<file path="config.mk">
export PLATFORM = sky130hd
export DESIGN_NAME = hit_accumulator
export DESIGN_NICKNAME = d
export VERILOG_FILES = /design/src/rtl/hit_acc_pkg.sv /design/src/rtl/hit_accumulator.sv
export SDC_FILE = /design/constraint.sdc
export NUM_CORES = 1
export LEC_CHECK = 0
export BUFFER_PORTS_ARGS = -buffer_cell sky130_fd_sc_hd__clkbuf_2
export CAP_MARGIN = 20
export CORE_UTILIZATION = 31
export CTS_CLUSTER_DIAMETER = 50
export DETAILED_ROUTE_END_ITERATION = 10
export PLACE_DENSITY = 0.51
export SLEW_MARGIN = 20
export SYNTH_ARGS = -nofsm -noshare
export SYNTH_HDL_FRONTEND = slang
export SYNTH_SLANG_ARGS = --single-unit
</file>
<file path="constraint.sdc">
create_clock -name clock -period 3.1 [get_ports clock]
set_clock_uncertainty 0.15 [all_clocks]
set_input_delay 0.155 -clock clock [delete_from_list [all_inputs] [get_ports clock]]
set_output_delay 0.155 -clock clock [all_outputs]
set_load 0.1 [all_outputs]
</file>
<file path="src/rtl/hit_acc_pkg.sv">
// hit_acc_pkg: shared definitions for the hit_accumulator block.
//   state_e   - 2-bit handshake state encoding (WAIT/ACK/OUT/OUT_END)
//   PI_SHIFT  - left shift turning a hit count into a pi estimate
//   log2_of() - K = log2(SAMPLES) for power-of-two batch sizes
package hit_acc_pkg;

  typedef enum logic [1:0] {
    WAIT    = 2'd0,
    ACK     = 2'd1,
    OUT     = 2'd2,
    OUT_END = 2'd3
  } state_e;

  // Circle of radius^2 < 4097 inside a 256x256 square: hit ratio is pi/16.
  localparam int PI_SHIFT = 4;

  function automatic int log2_of(input int n);
    int k;
    k = 0;
    for (int i = 0; i < 31; i++)
      if ((1 << i) < n) k = i + 1;
    return k;
  endfunction

endpackage

</file>
<file path="src/rtl/hit_accumulator.sv">
// hit_accumulator: Monte-Carlo accumulation stage of the pi-estimation chain.
// Accepts one z bit per dav_/rfd handshake, counts hits over SAMPLES points,
// then offers the count downstream over a second dav_/rfd handshake.
//
// Ports:
//   clock     in   rising-edge clock
//   reset     in   synchronous, active-high
//   dav_in_   in   upstream data valid (active-low)
//   z_in      in   upstream in-circle flag
//   rfd_in    out  ready-for-data to upstream (active-high)
//   dav_out_  out  result valid to downstream (active-low)
//   rfd_out   in   downstream ready (active-high)
//   hits      out  hit count of the last completed batch
//   pi_q      out  hits << 4, only when HIT_ACC_PI_EST_EN is defined
//
// Optional feature macro: HIT_ACC_PI_EST_EN (adds the pi_q output/register).
module hit_accumulator
  import hit_acc_pkg::*;
#(
  parameter  int SAMPLES = 256,
  localparam int K       = log2_of(SAMPLES),
  parameter  int CW      = K + 1
) (
  input  logic          clock,
  input  logic          reset,
  input  logic          dav_in_,
  input  logic          z_in,
  output logic          rfd_in,
  output logic          dav_out_,
  input  logic          rfd_out,
  output logic [CW-1:0] hits
`ifdef HIT_ACC_PI_EST_EN
  ,
  output logic [K+PI_SHIFT:0] pi_q
`endif
);

  localparam logic [K:0] FULL = (K+1)'(SAMPLES);

  state_e        state_q, state_d;
  logic [K:0]    smp_cnt_q, smp_cnt_d;
  logic [CW-1:0] hit_cnt_q, hit_cnt_d;
  logic [CW-1:0] hits_q, hits_d;
  logic          rfd_in_q, rfd_in_d;
  logic          dav_out_q, dav_out_d;

  always_comb begin
    state_d   = state_q;
    smp_cnt_d = smp_cnt_q;
    hit_cnt_d = hit_cnt_q;
    hits_d    = hits_q;
    case (state_q)
      WAIT: if (!dav_in_) begin
        hit_cnt_d = hit_cnt_q + CW'(z_in);
        smp_cnt_d = smp_cnt_q + (K+1)'(1);
        state_d   = ACK;
      end
      // Capture happened on entry; a long dav_in_ low just parks here.
      ACK: if (dav_in_) begin
        if (smp_cnt_q == FULL) begin
          state_d = OUT;
          hits_d  = hit_cnt_q;
        end else begin
          state_d = WAIT;
        end
      end
      OUT: if (!rfd_out) state_d = OUT_END;
      OUT_END: if (rfd_out) begin
        state_d   = WAIT;
        hit_cnt_d = '0;
        smp_cnt_d = '0;
      end
      default: state_d = WAIT;
    endcase
    // Outputs are decoded from the next state so they register at the
    // same edge as the state change.
    rfd_in_d  = (state_d == WAIT);
    dav_out_d = (state_d != OUT);
  end

  always_ff @(posedge clock) begin
    if (reset) begin
      state_q   <= WAIT;
      smp_cnt_q <= '0;
      hit_cnt_q <= '0;
      hits_q    <= '0;
      rfd_in_q  <= 1'b1;
      dav_out_q <= 1'b1;
    end else begin
      state_q   <= state_d;
      smp_cnt_q <= smp_cnt_d;
      hit_cnt_q <= hit_cnt_d;
      hits_q    <= hits_d;
      rfd_in_q  <= rfd_in_d;
      dav_out_q <= dav_out_d;
    end
  end

  assign rfd_in   = rfd_in_q;
  assign dav_out_ = dav_out_q;
  assign hits     = hits_q;

`ifdef HIT_ACC_PI_EST_EN
  logic [K+PI_SHIFT:0] pi_q_q, pi_q_d;

  // Loads on the same edge as hits, from the same source.
  always_comb begin
    pi_q_d = pi_q_q;
    if (state_q == ACK && dav_in_ && smp_cnt_q == FULL)
      pi_q_d = (K+PI_SHIFT+1)'(hit_cnt_q) << PI_SHIFT;
  end

  always_ff @(posedge clock) begin
    if (reset) pi_q_q <= '0;
    else       pi_q_q <= pi_q_d;
  end

  assign pi_q = pi_q_q;
`else
  // Without the estimator there is no pi_q port or register.
`endif

endmodule

</file>
# Yosys cells after proc, flatten, opt, wreduce, memory -nomap -nowiden
# Index checks and enable logic that the tools add are counted.
# word_totals
reg_bits,31
input_bits,5
out_inout_bits,11
# classes
addsub,2
eq_ne,7
n_mux,11
reduce_logical,5
# op_table
operator,count
9-bit one-hot mux with 2 select lines,2
9-bit two-way mux,3
2-bit two-way mux,5
9-bit by 1-bit adder with 9-bit output,1
9-bit by 1-bit adder with 9-bit output (second input constant),1
9-bit equality test (second input constant),1
2-bit one-hot mux with 4 select lines,1
2-bit != test (second input constant),3
3-bit AND reduction,2
2-bit equality test (second input constant),2
2-bit logical NOT,2
2-bit by 1-bit equality test with 1-bit output (second input constant),1
2-bit nonzero test,1

# Logic depth before layout (Yosys ltp)
# Gate-level depths: netlist of run 1.
# logic_depth
ltp_word,5
mapped_depth,6
depth_no_buf,5

# Least setup slack after synthesis of run 1
# No wires, ideal clock.
# synth_path
kind,reg2reg
start,register state_q[0]
end,register smp_cnt_q[5]
setup_ns,0.072
t_arrival_ns,1.477
required_ns,2.878
setup_slack_ns,1.401
stages_incl_launch_ff,7
synth_period_minus_slack_ns,1.699
cell_sequence,dfxtp_1 -> buf_6 -> or3_4 -> buf_6 -> buf_8 -> a211oi_1 -> mux2i_1
# synth_via
elab_chain_len,3
elab_cells_between_ends,7
classes_between,3 x eq/ne; 1 x mux; 3 x reduce/logical
# synth_lines
element,line,rtl
start: declaration,hit_accumulator.sv:40,"state_e state_q, state_d;"
start signal: assignment,hit_accumulator.sv:90,state_q <= state_d;
2-bit equality test or 2-bit logical NOT (tied branches),hit_accumulator.sv:52,case (state_q)
2-bit != test (no line) or 2-bit nonzero test (tied branches),-,
3-bit AND reduction (no line),-,
end signal: assignment,hit_accumulator.sv:91,smp_cnt_q <= smp_cnt_d;
end: declaration,hit_accumulator.sv:41,"logic [K:0] smp_cnt_q, smp_cnt_d;"
# Several ways; a longest one is shown, not always the timed one.
# A chain may end at the register's enable or synchronous reset.

# Worst setup path after layout of run 1
# layout_path
start,register state_q[0]
end,"register dav_out_q, in the netlist dav_out_"
# layout_via
elab_chain_len,3
elab_cells_between_ends,10
classes_between,4 x eq/ne; 5 x mux; 1 x reduce/logical
# layout_lines
element,line,rtl
2-bit equality test (tied with other cells),hit_accumulator.sv:52,
2-bit one-hot mux with 4 select lines (*),hit_accumulator.sv:52,
2-bit != test (*),hit_accumulator.sv:78,dav_out_d = (state_d != OUT);
end signal: assignment,hit_accumulator.sv:95,dav_out_q <= dav_out_d;
end: declaration,hit_accumulator.sv:45,"logic dav_out_q, dav_out_d;"
# Mark *: on every way between the ends. The rest lies on a longest branch, timed or not.

==> results of run 1 <==
-- per-stage QoR --
stage / utilization, % / total power [mW] / cell area [um2] / setup WS [ns] / hold WS, ns
6_report: 37.3 / 0.808 / 1810 / 1.19 / 0.0831
5_1_grt: 37.3 / 0.843 / 1810 / 1.04 / 0.123
4_1_cts: 37.3 / 0.819 / 1810 / 1.20 / 0.0807
3_3_place_gp: 35.2 / 0.466 / 1710 / 1.25 / 0.312
3_5_place_dp: 35.2 / 0.468 / 1710 / 1.22 / 0.321
2_1_floorplan: - / 0.461 / 1610 / 1.40 / 0.187
-- power breakdown --
part	leakage, nW	internal, mW	switching (mW)
Combinational	0.322	0.0144	0.0358
Sequential	0.251	0.403	0.00557
Clock	0.0515	0.202	0.147
-- registers in the layout (all words and copies together), names as in the netlist --
name / flops
dav_out_: 1
hit_cnt_q: 9
hits: 9
rfd_in: 1
smp_cnt_q: 9
state_q: 2
-- how the worst max path moves through the flow --
stage,cells after the start,slack [ns],endpoint
floorplan,6,1.40,smp_cnt_q[5]
global placement,4,1.25,dav_out_
detailed placement,4,1.22,dav_out_
CTS,4,1.20,dav_out_
global route,4,1.04,dav_out_
finish,4,1.19,dav_out_
-- logic make-up (layout without fill, tap and decap cells) --
family | Yosys count | after routing | share of synthesized area, %
AND/OR/NAND/NOR | 57 | 57 | 17.7
AO/OA/AOI/OAI | 51 | 51 | 26.3
flip-flops | 31 | 31 | 38.6
buffers and inverters | 30 | 42 | 9.33
multiplexers | 8 | 8 | 4.98
adder cells (fa/ha/maj) | 4 | 4 | 3.11
-- layout make-up --
type / count / area [um2]
clock buffers: 8 / 100
fillers: 503 / 3040
inverters: 14 / 52.6
multi-input cells: 120 / 838
flip-flops and latches: 31 / 621
well taps: 67 / 83.8
repair buffers: 20 / 113
-- cells in the final DEF, fill, tap and decap left out, drive strengths merged --
cell      n
o21ai     6
nand3    11
a2111o    5
ha        4
inv      14
a31oi     1
nor4      1
nor3      2
or3       1
buf       5
a211o     1
and3      2
nand4     2
a31o     10
a2111oi   3
nand2    24
o2111ai   2
nor2      3
clkbuf   23
nand2b    9
a21oi     8
a211oi    6
dfxtp    31
a311oi    9
mux2i     8
nor4bb    2
-- worst max-delay path, stage by stage (launching register included) --
cell	delay, ns
dfxtp_1	0.50
nor4bb_1	0.33
buf_4	0.23
and3_1	0.42
o21ai_0	0.15
-- per-layer routing --
metal  routed length, um  vias up  share of wire [%]
met3                 166        8                4.6
met5                   0        -                  0
met2                1710       34                 47
met1                1670      668                 46
met4                  51        0                1.4
li1                    -      695                  -
==> run_results.csv, run 1 <==
group,metric,value,unit
clock_tree,cts_tree,"yes",
clock_tree,clkSinkCount,31,
outcome,status,"complete, no violations",
grt,grtUsageTotal,14.5,%
detailed_routing,vias_per_cell,5.40,
yosys,yosys.area.top_type,"dfxtp_1",
yosys,synth_warnings,0,
yosys,synth_edf_count,0,
worst_setup_path,arrival,1.90,ns
floorplanning,ios,16,
placed_design,dp_hpwl,2590,um
yosys,synth-seq-cells,31,
floorplanning,die_area,5480,um2
yosys,yosysMostFrequentCell,"dfxtp_1",
worst_hold_path,holdPathEnd,"rfd_in",
worst_setup_path,reg2reg_slack,1.19,ns
grt,met2_usage,24.0,%
detailed_routing,routed_wl,3590,um
clock_tree,clk_pin_slew,0.06,ns
grt,use_met3,3.66,%
grt,gr-total-overflow,0,
worst_setup_path,worstReg2RegStart,"state_q[0]",
yosys,postSynthCellCount,181,
clock_tree,cts_setup_buffers,0,
clock_tree,clockBufferDepth,2,
worst_setup_path,reg2regPathDepth,4,
timing,period_minus_slack,1.91,ns
worst_setup_path,crit_fanout,11,
timing,fin_tns_setup,0,ns
detailed_routing,vias,1405,
placed_design,routabilityCongestion,0.729,
worst_hold_path,hold_start,"dav_in_",
grt,use_met1,18.3,%
yosys,synth_area_leaders,"dfxtp_1 (39%), nand2_1 (5.6%), a31o_2 (5.4%)",
floorplanning,core,4850,um2
worst_hold_path,whs_path_depth,3,
timing,rsz0062_at_grt,"false",
yosys,synth_nets,190,
clock_tree,holdBufCountCts,0,
timing,tightest_slew,0.544,ns
yosys,synth_top_cell_area_share,38.6,%
grt,grt-busiest-layer,"met2",
finish,stdcell_count,260,
clock_tree,cts_root_buf,"clkbuf_8",
clock_tree,cts_buffers,5,
finish,nNetsFinal,201,
worst_setup_path,crit_type,"reg2reg",
worst_setup_path,rr_endpoint,"dav_out_",
floorplanning,start_util,33.2,%
detailed_routing,drtPass1Iterations,4,
pwr,ir_drop,0.000181,V
floorplanning,row_count,25,
timing,relSlewSlack,63.9,%
finish,area_growth,12.4,%
placed_design,dp.cells,252,
timing,maxSlewViolCount,0,
grt,grt_pass1_vias,1273,
worst_setup_path,cp-end-kind,"register",
floorplanning,chipHeight,74.0,um
clock_tree,h-tree-depth,2,
worst_setup_path,crit_required,3.09,ns
timing,finalCritPeriodShare,61.7,%
finish,n_antenna_cell,0,
yosys,synth_commonest_cells,"dfxtp_1 (31), nand2_1 (24), inv_1 (14)",
yosys,async_flop_share,0,%
grt,grt_antenna_before_repair,0,
detailed_routing,ant_nets,0,
grt,grt_max_degree,24,
floorplanning,die_w,74.0,um
worst_hold_path,min_path_type,"in2reg",
job,maxCapViolations,0,
worst_setup_path,startpoint,"state_q[0]",
grt,grt_first_pass_wirelength,6040,um
worst_setup_path,startpoint_type,"register",
yosys,ys_seq_area_share,38.6,%
yosys,synth_top_flop_cell,"dfxtp_1",
finish,drive_gt1_share,21.2,%
clock_tree,worstSkewPairLatency,0.28,ns
timing,timing.fmax,523,MHz
yosys,synth_cell_type_count,31,
timing,setup_viol,0,
pwr,powerDensity,447,nW/um2
placed_design,numPortBuffers,15,
timing,hold_violations,0,
detailed_routing,drc,0,
yosys,syn_avg_cell_area,8.89,um2
detailed_routing,wl_per_cell,13.8,um
pwr,p_leak,0.624,nW
clock_tree,ctsResizeCount,0,
detailed_routing,drtIter0Drc,109,
yosys,syn_area,1610,um2
No activity file was read; power rests on OpenSTA's default activity.
==> run 2, diff against run 1 <==
--- a/config.mk
+++ b/config.mk
@@ -10,7 +10,7 @@
 export CORE_UTILIZATION = 31
 export CTS_CLUSTER_DIAMETER = 50
 export DETAILED_ROUTE_END_ITERATION = 10
-export PLACE_DENSITY = 0.51
+export PLACE_DENSITY = 0.53
 export SLEW_MARGIN = 20
 export SYNTH_ARGS = -nofsm -noshare
 export SYNTH_HDL_FRONTEND = slang
==> constraint.sdc (replaced) <==
create_clock -name clock -period 1.65 [get_ports clock]
set_clock_uncertainty 0.15 [all_clocks]
set_input_delay 0.0825 -clock clock [delete_from_list [all_inputs] [get_ports clock]]
set_output_delay 0.0825 -clock clock [all_outputs]
set_load 0.1 [all_outputs]
==> run 2 against run 1 <==
Wire length grew 15%. Worst hold slack lost 0.015 ns. Sequential share of layout area shrank 6.4 points. Fmax grew 16%. Worst setup slack lost 1.2 ns. Critical path type unchanged. Final area grew 25%. Count of clock-buffer cells in the layout shrank 2. Core utilization grew 9.2 points. Largest cell class unchanged. Sequential power grew 87%. Clock power grew 70%. Total power grew 88%.
==> run_results.csv, run 2 (synthesis results as in run 1) <==
group,metric,value,unit
outcome,status,"complete, no violations",
timing,setup_slack,0.00210,ns
grt,grt_first_pass_wirelength,6230,um
pwr,p_comb_share,10.5,%
timing,hold_violations,0,
detailed_routing,drc,0,
finish,final_common_cell,"dfxtp_1",
clock_tree,cts_tree,"yes",
placed_design,numPortBuffers,15,
job,maxCapViolations,0,
detailed_routing,wl_per_cell,14.4,um
pwr,powerDensity,675,nW/um2
detailed_routing,drtIter0Drc,86,
clock_tree,worstSkewPairLatency,0.28,ns
finish,n_antenna_cell,0,
finish,final_util,46.5,%
worst_setup_path,arrival,1.71,ns
worst_hold_path,hold_start,"z_in",
finish,nNetsFinal,228,
pwr,ir_drop,0.000336,V
timing,tightest_slew,0.542,ns
detailed_routing,vias,1524,
finish,area_growth,40.0,%
placed_design,routabilityCongestion,0.759,
grt,grt_pass1_vias,1341,
pwr,power_switching,366,uW
worst_setup_path,rr_endpoint,"smp_cnt_q[8]",
clock_tree,clockBufferDepth,2,
timing,relSlewSlack,64.1,%
detailed_routing,ant_nets,0,
floorplanning,core,4850,um2
finish,layout_common_cells,"dfxtp_1 (26), nand2_1 (24), buf_4 (19), inv_1 (14), clkbuf_2 (14)",
worst_setup_path,reg2regPathDepth,4,
grt,grt_antenna_before_repair,0,
worst_setup_path,reg2reg_slack,0.002,ns
grt,gr-total-overflow,0,
grt,grt_max_degree,23,
clock_tree,clk_pin_slew,0.06,ns
detailed_routing,vias_per_cell,5.33,
clock_tree,clkSinkCount,31,
worst_setup_path,crit_end,"smp_cnt_q[8]",
clock_tree,h-tree-depth,2,
clock_tree,cts_buffers,5,
grt,grtUsageTotal,15.0,%
finish,drive_gt1_share,40.6,%
floorplanning,chipHeight,74.0,um
timing,rsz0062_at_grt,"true",
detailed_routing,routed_wl,4130,um
timing,period_minus_slack,1.65,ns
clock_tree,cts_root_buf,"clkbuf_8",
floorplanning,die_w,74.0,um
worst_setup_path,crit_fanout,6,
pwr,swShare,24.1,%
detailed_routing,drtPass1Iterations,4,
placed_design,dp_hpwl,2630,um
pwr,seq_power_share,50.3,%
timing,setup_viol,0,
worst_setup_path,startpoint_type,"register",
worst_setup_path,startpoint,"state_q[1]",
timing,timing.fmax,607,MHz
pwr,power,1.52,mW
worst_setup_path,worstReg2RegStart,"state_q[1]",
floorplanning,die_area,5480,um2
placed_design,dp_slack,-0.0800,ns
floorplanning,start_util,33.2,%
floorplanning,row_count,25,
timing,finalCritPeriodShare,99.9,%
pwr,p_leak,0.794,nW
floorplanning,ios,16,
placed_design,placed_cell_area,1860,um2
pwr,p_clk_share,39.1,%
timing,fin_tns_setup,0,ns
pwr,internal-power,1.15,mW
worst_setup_path,cp-end-kind,"register",
worst_setup_path,crit_type,"reg2reg",
worst_setup_path,crit_required,1.71,ns
finish,finalInstanceArea,2250,um2
worst_hold_path,min_path_type,"in2reg",
timing,maxSlewViolCount,0,
==> run 2: final cells by class <==
class | instances | area [um2]
Fill cell | 475 | 2600
Multi-Input combinational cell | 120 | 983
Sequential cell | 31 | 629
Timing Repair Buffer | 47 | 415
Tap cell | 67 | 83.8
Clock buffer | 6 | 82.6
Inverter | 14 | 52.6
Clock inverter | 1 | 5.00
==> run 2: critical path, cell delays in order (launching register included) <==
cell	delay (ns)
dfxtp_4	0.36
or3_4	0.46
buf_2	0.18
a211oi_2	0.23
mux2i_1	0.20
==> run 2: metal layers <==
metal,share of wire (%),vias to the layer above,GRT usage (%)
li1,-,745,-
met1,48,739,19.2
met2,45,28,24.1
met3,3.4,12,4.61
met4,2.7,0,4.70
met5,0,-,0
==> run 2: power by group through the flow <==
stage	Combinational, mW	Sequential [mW]	Clock (mW)
floorplan	0.0759	0.790	0
global placement	0.124	0.781	0
detailed placement	0.125	0.781	0
CTS	0.132	0.765	0.609
global route	0.172	0.766	0.648
finish	0.160	0.765	0.595
==> run 2: through the flow <==
stage,hold slack (ns),std cells
2_1_floorplan,0.115,181
3_3_place_gp,0.185,270
3_5_place_dp,0.182,270
4_1_cts,0.0322,280
5_1_grt,0.0888,286
6_report,0.0680,286
==> run 2: worst min path at each step <==
stage,endpoint,cells after the start
after floorplan,rfd_in,2
after global placement,state_q[1],2
after detailed placement,state_q[1],2
after CTS,hit_cnt_q[0],4
after global routing,hit_cnt_q[0],4
final,hit_cnt_q[0],4
==> run 2: what timing repair did <==
action / 4_1_cts / 5_1_grt
endpoints found under the setup margin: 20 / 25
pin swaps: 2 / 18
setup buffers: 1 / 4
endpoints found under the hold margin: 3 / 0
gates cloned: 0 / 3
hold buffers: 2 / 0
resized for setup: 9 / 32
==> run 3, diff against run 2 <==
--- a/config.mk
+++ b/config.mk
@@ -7,10 +7,10 @@
 export LEC_CHECK = 0
 export BUFFER_PORTS_ARGS = -buffer_cell sky130_fd_sc_hd__clkbuf_2
 export CAP_MARGIN = 20
-export CORE_UTILIZATION = 31
+export CORE_UTILIZATION = 47
 export CTS_CLUSTER_DIAMETER = 50
 export DETAILED_ROUTE_END_ITERATION = 10
-export PLACE_DENSITY = 0.53
+export PLACE_DENSITY = 0.72
 export SLEW_MARGIN = 20
 export SYNTH_ARGS = -nofsm -noshare
 export SYNTH_HDL_FRONTEND = slang
==> run 3 against run 2 <==
The flow now finishes with violations (negative setup slack). First-iteration DRC count up 33%. Worst hold slack better by 0.10 ns. Fmax down 1.5%. Register-to-register slack worse by 0.03 ns. Sequential power about the same. Combinational power down 3%. Largest power group unchanged.
==> run_results.csv, run 3 (synthesis results as in run 1) <==
group,metric,value,unit
outcome,status,"finished with violations",
outcome,violations,"negative setup slack",
clock_tree,cts_root_buf,"clkbuf_4",
pwr,p_comb_share,10.0,%
grt,gr-total-overflow,0,
floorplanning,die_area,3660,um2
floorplanning,core,3150,um2
finish,fillers,260,
finish,multi_input_area,970,um2
floorplanning,ios,16,
floorplanning,die_w,60.5,um
worst_setup_path,reg2regPathDepth,6,
pwr,ir_drop,0.000435,V
pwr,p_leak,0.753,nW
finish,drive_gt1_share,36.7,%
worst_setup_path,crit_type,"reg2reg",
timing,setup_viol,12,
finish,stdcell_count,259,
grt,grtUsageTotal,24.7,%
floorplanning,chipHeight,60.5,um
detailed_routing,drc,0,
worst_setup_path,reg2reg_slack,-0.02,ns
grt,grt_first_pass_wirelength,6620,um
timing,hold_violations,0,
worst_setup_path,startpoint_type,"register",
clock_tree,h-tree-depth,2,
grt,grt_max_degree,20,
detailed_routing,ant_nets,0,
clock_tree,cts_tree,"yes",
clock_tree,clkSinkCount,31,
worst_hold_path,holdPathEnd,"smp_cnt_q[6]",
worst_hold_path,hold_start,"dav_in_",
finish,regArea,626,um2
detailed_routing,drtPass1Iterations,4,
clock_tree,worstSkewPairLatency,0.34,ns
grt,grt_pass1_vias,1458,
worst_setup_path,crit_fanout,4,
worst_setup_path,worstReg2RegStart,"smp_cnt_q[0]",
pwr,internal-power,1.18,mW
timing,finalHoldWorstSlack,0.168,ns
timing,period_minus_slack,1.67,ns
worst_hold_path,whs_path_depth,4,
worst_setup_path,rr_endpoint,"hits[8]",
timing,finalCritPeriodShare,101,%
timing,timing.fmax,597,MHz
floorplanning,start_util,51.0,%
finish,final_util,66.9,%
timing,setup_slack,-0.0238,ns
timing,fin_tns_setup,-0.137,ns
timing,tightest_slew,0.564,ns
worst_setup_path,cp-end-kind,"register",
job,maxCapViolations,0,
detailed_routing,drtIter0Drc,114,
grt,grt_antenna_before_repair,0,
pwr,swShare,23.8,%
placed_design,dp_hpwl,2710,um
worst_hold_path,min_path_type,"in2reg",
finish,final_common_cell,"dfxtp_1",
worst_setup_path,crit_required,1.74,ns
timing,relSlewSlack,62.5,%
detailed_routing,wl_per_cell,16.5,um
finish,layout_common_cells,"dfxtp_1 (27), nand2_1 (24), buf_4 (17), clkbuf_2 (15), inv_1 (12)",
clock_tree,clk_pin_slew,0.10,ns
placed_design,routabilityCongestion,0.857,
pwr,power,1.55,mW
detailed_routing,vias,1528,
finish,area_growth,31.0,%
detailed_routing,vias_per_cell,5.90,
floorplanning,row_count,20,
timing,maxSlewViolCount,0,
pwr,power_switching,369,uW
worst_setup_path,arrival,1.76,ns
finish,n_antenna_cell,0,
clock_tree,cts_buffers,5,
finish,nNetsFinal,223,
pwr,seq_power_share,49.4,%
pwr,powerDensity,735,nW/um2
placed_design,numPortBuffers,15,
timing,rsz0062_at_grt,"true",
clock_tree,clockBufferDepth,2,
detailed_routing,routed_wl,4270,um
placed_design,dp.cells,243,
pwr,p_clk_share,40.6,%
## run 3: cell types whose count changed in the layout (fill, tap and decap cells not counted), sizes merged
| cell | delta |
|---|---|
| bufinv | +1 |
| clkbuf | -1 |
| dlygate4sd3 | +2 |
| buf | -6 |
## run 3: timing repair
action | CTS | global route
hold buffers | 4 | 0
cloned | 1 | 1
resized for setup | 21 | 13
pin swaps | 3 | 7
endpoints found under the hold margin | 7 | 0
buffers inserted | 2 | 1
endpoints found under the setup margin | 21 | 24
## run 3: worst max-delay path by stage
stage | start | to | slack, ns
after floorplan | state_q[0] | smp_cnt_q[5] | -0.01
after global placement | state_q[1] | smp_cnt_q[8] | -0.03
after detailed placement | state_q[1] | smp_cnt_q[8] | -0.10
after CTS | state_q[1] | smp_cnt_q[7] | 0.007
after global routing | smp_cnt_q[1] | hits[8] | -0.1
final | smp_cnt_q[0] | hits[8] | -0.02
## run 3: layout make-up
type                    count  area share (%)
clock buffers               6            2.43
repair buffers             42            15.1
inverters                  14            2.49
clock inverters             2            1.66
flip-flops and latches     31            29.7
well taps                  44            2.61
multi-input cells         120            46.0
## run 3: per-stage QoR
step                instance area (um2)  setup slack [ns]
floorplan                          1610           -0.0127
global placement                   1780           -0.0335
detailed placement                 1780            -0.100
CTS                                2030           0.00749
global route                       2110           -0.0995
finish                             2110           -0.0238
## run 3: power by group through the flow
stage               sequential [mW]  clock (mW)  combinational, mW
finish                        0.765       0.629              0.156
detailed placement            0.780           0              0.118
floorplan                     0.790           0             0.0759
global route                  0.766       0.664              0.168
CTS                           0.763       0.641              0.141
global placement              0.780           0              0.111
## run 3: critical path: stages, from the launching register on
cell and delay, ns:
dfxtp_2 0.34, inv_2 0.07, ha_4 0.13, nor4bb_4 0.35, buf_4 0.23, a311oi_1 0.09
a31o_2 0.22
## run 3: metal layers
layer	global-route usage (%)	wire length [um]	up-vias
li1	-	-	733
met1	28.8	1790	731
met2	42.5	2120	53
met3	6.82	258	11
met4	10.7	102	0
met5	0	0	-
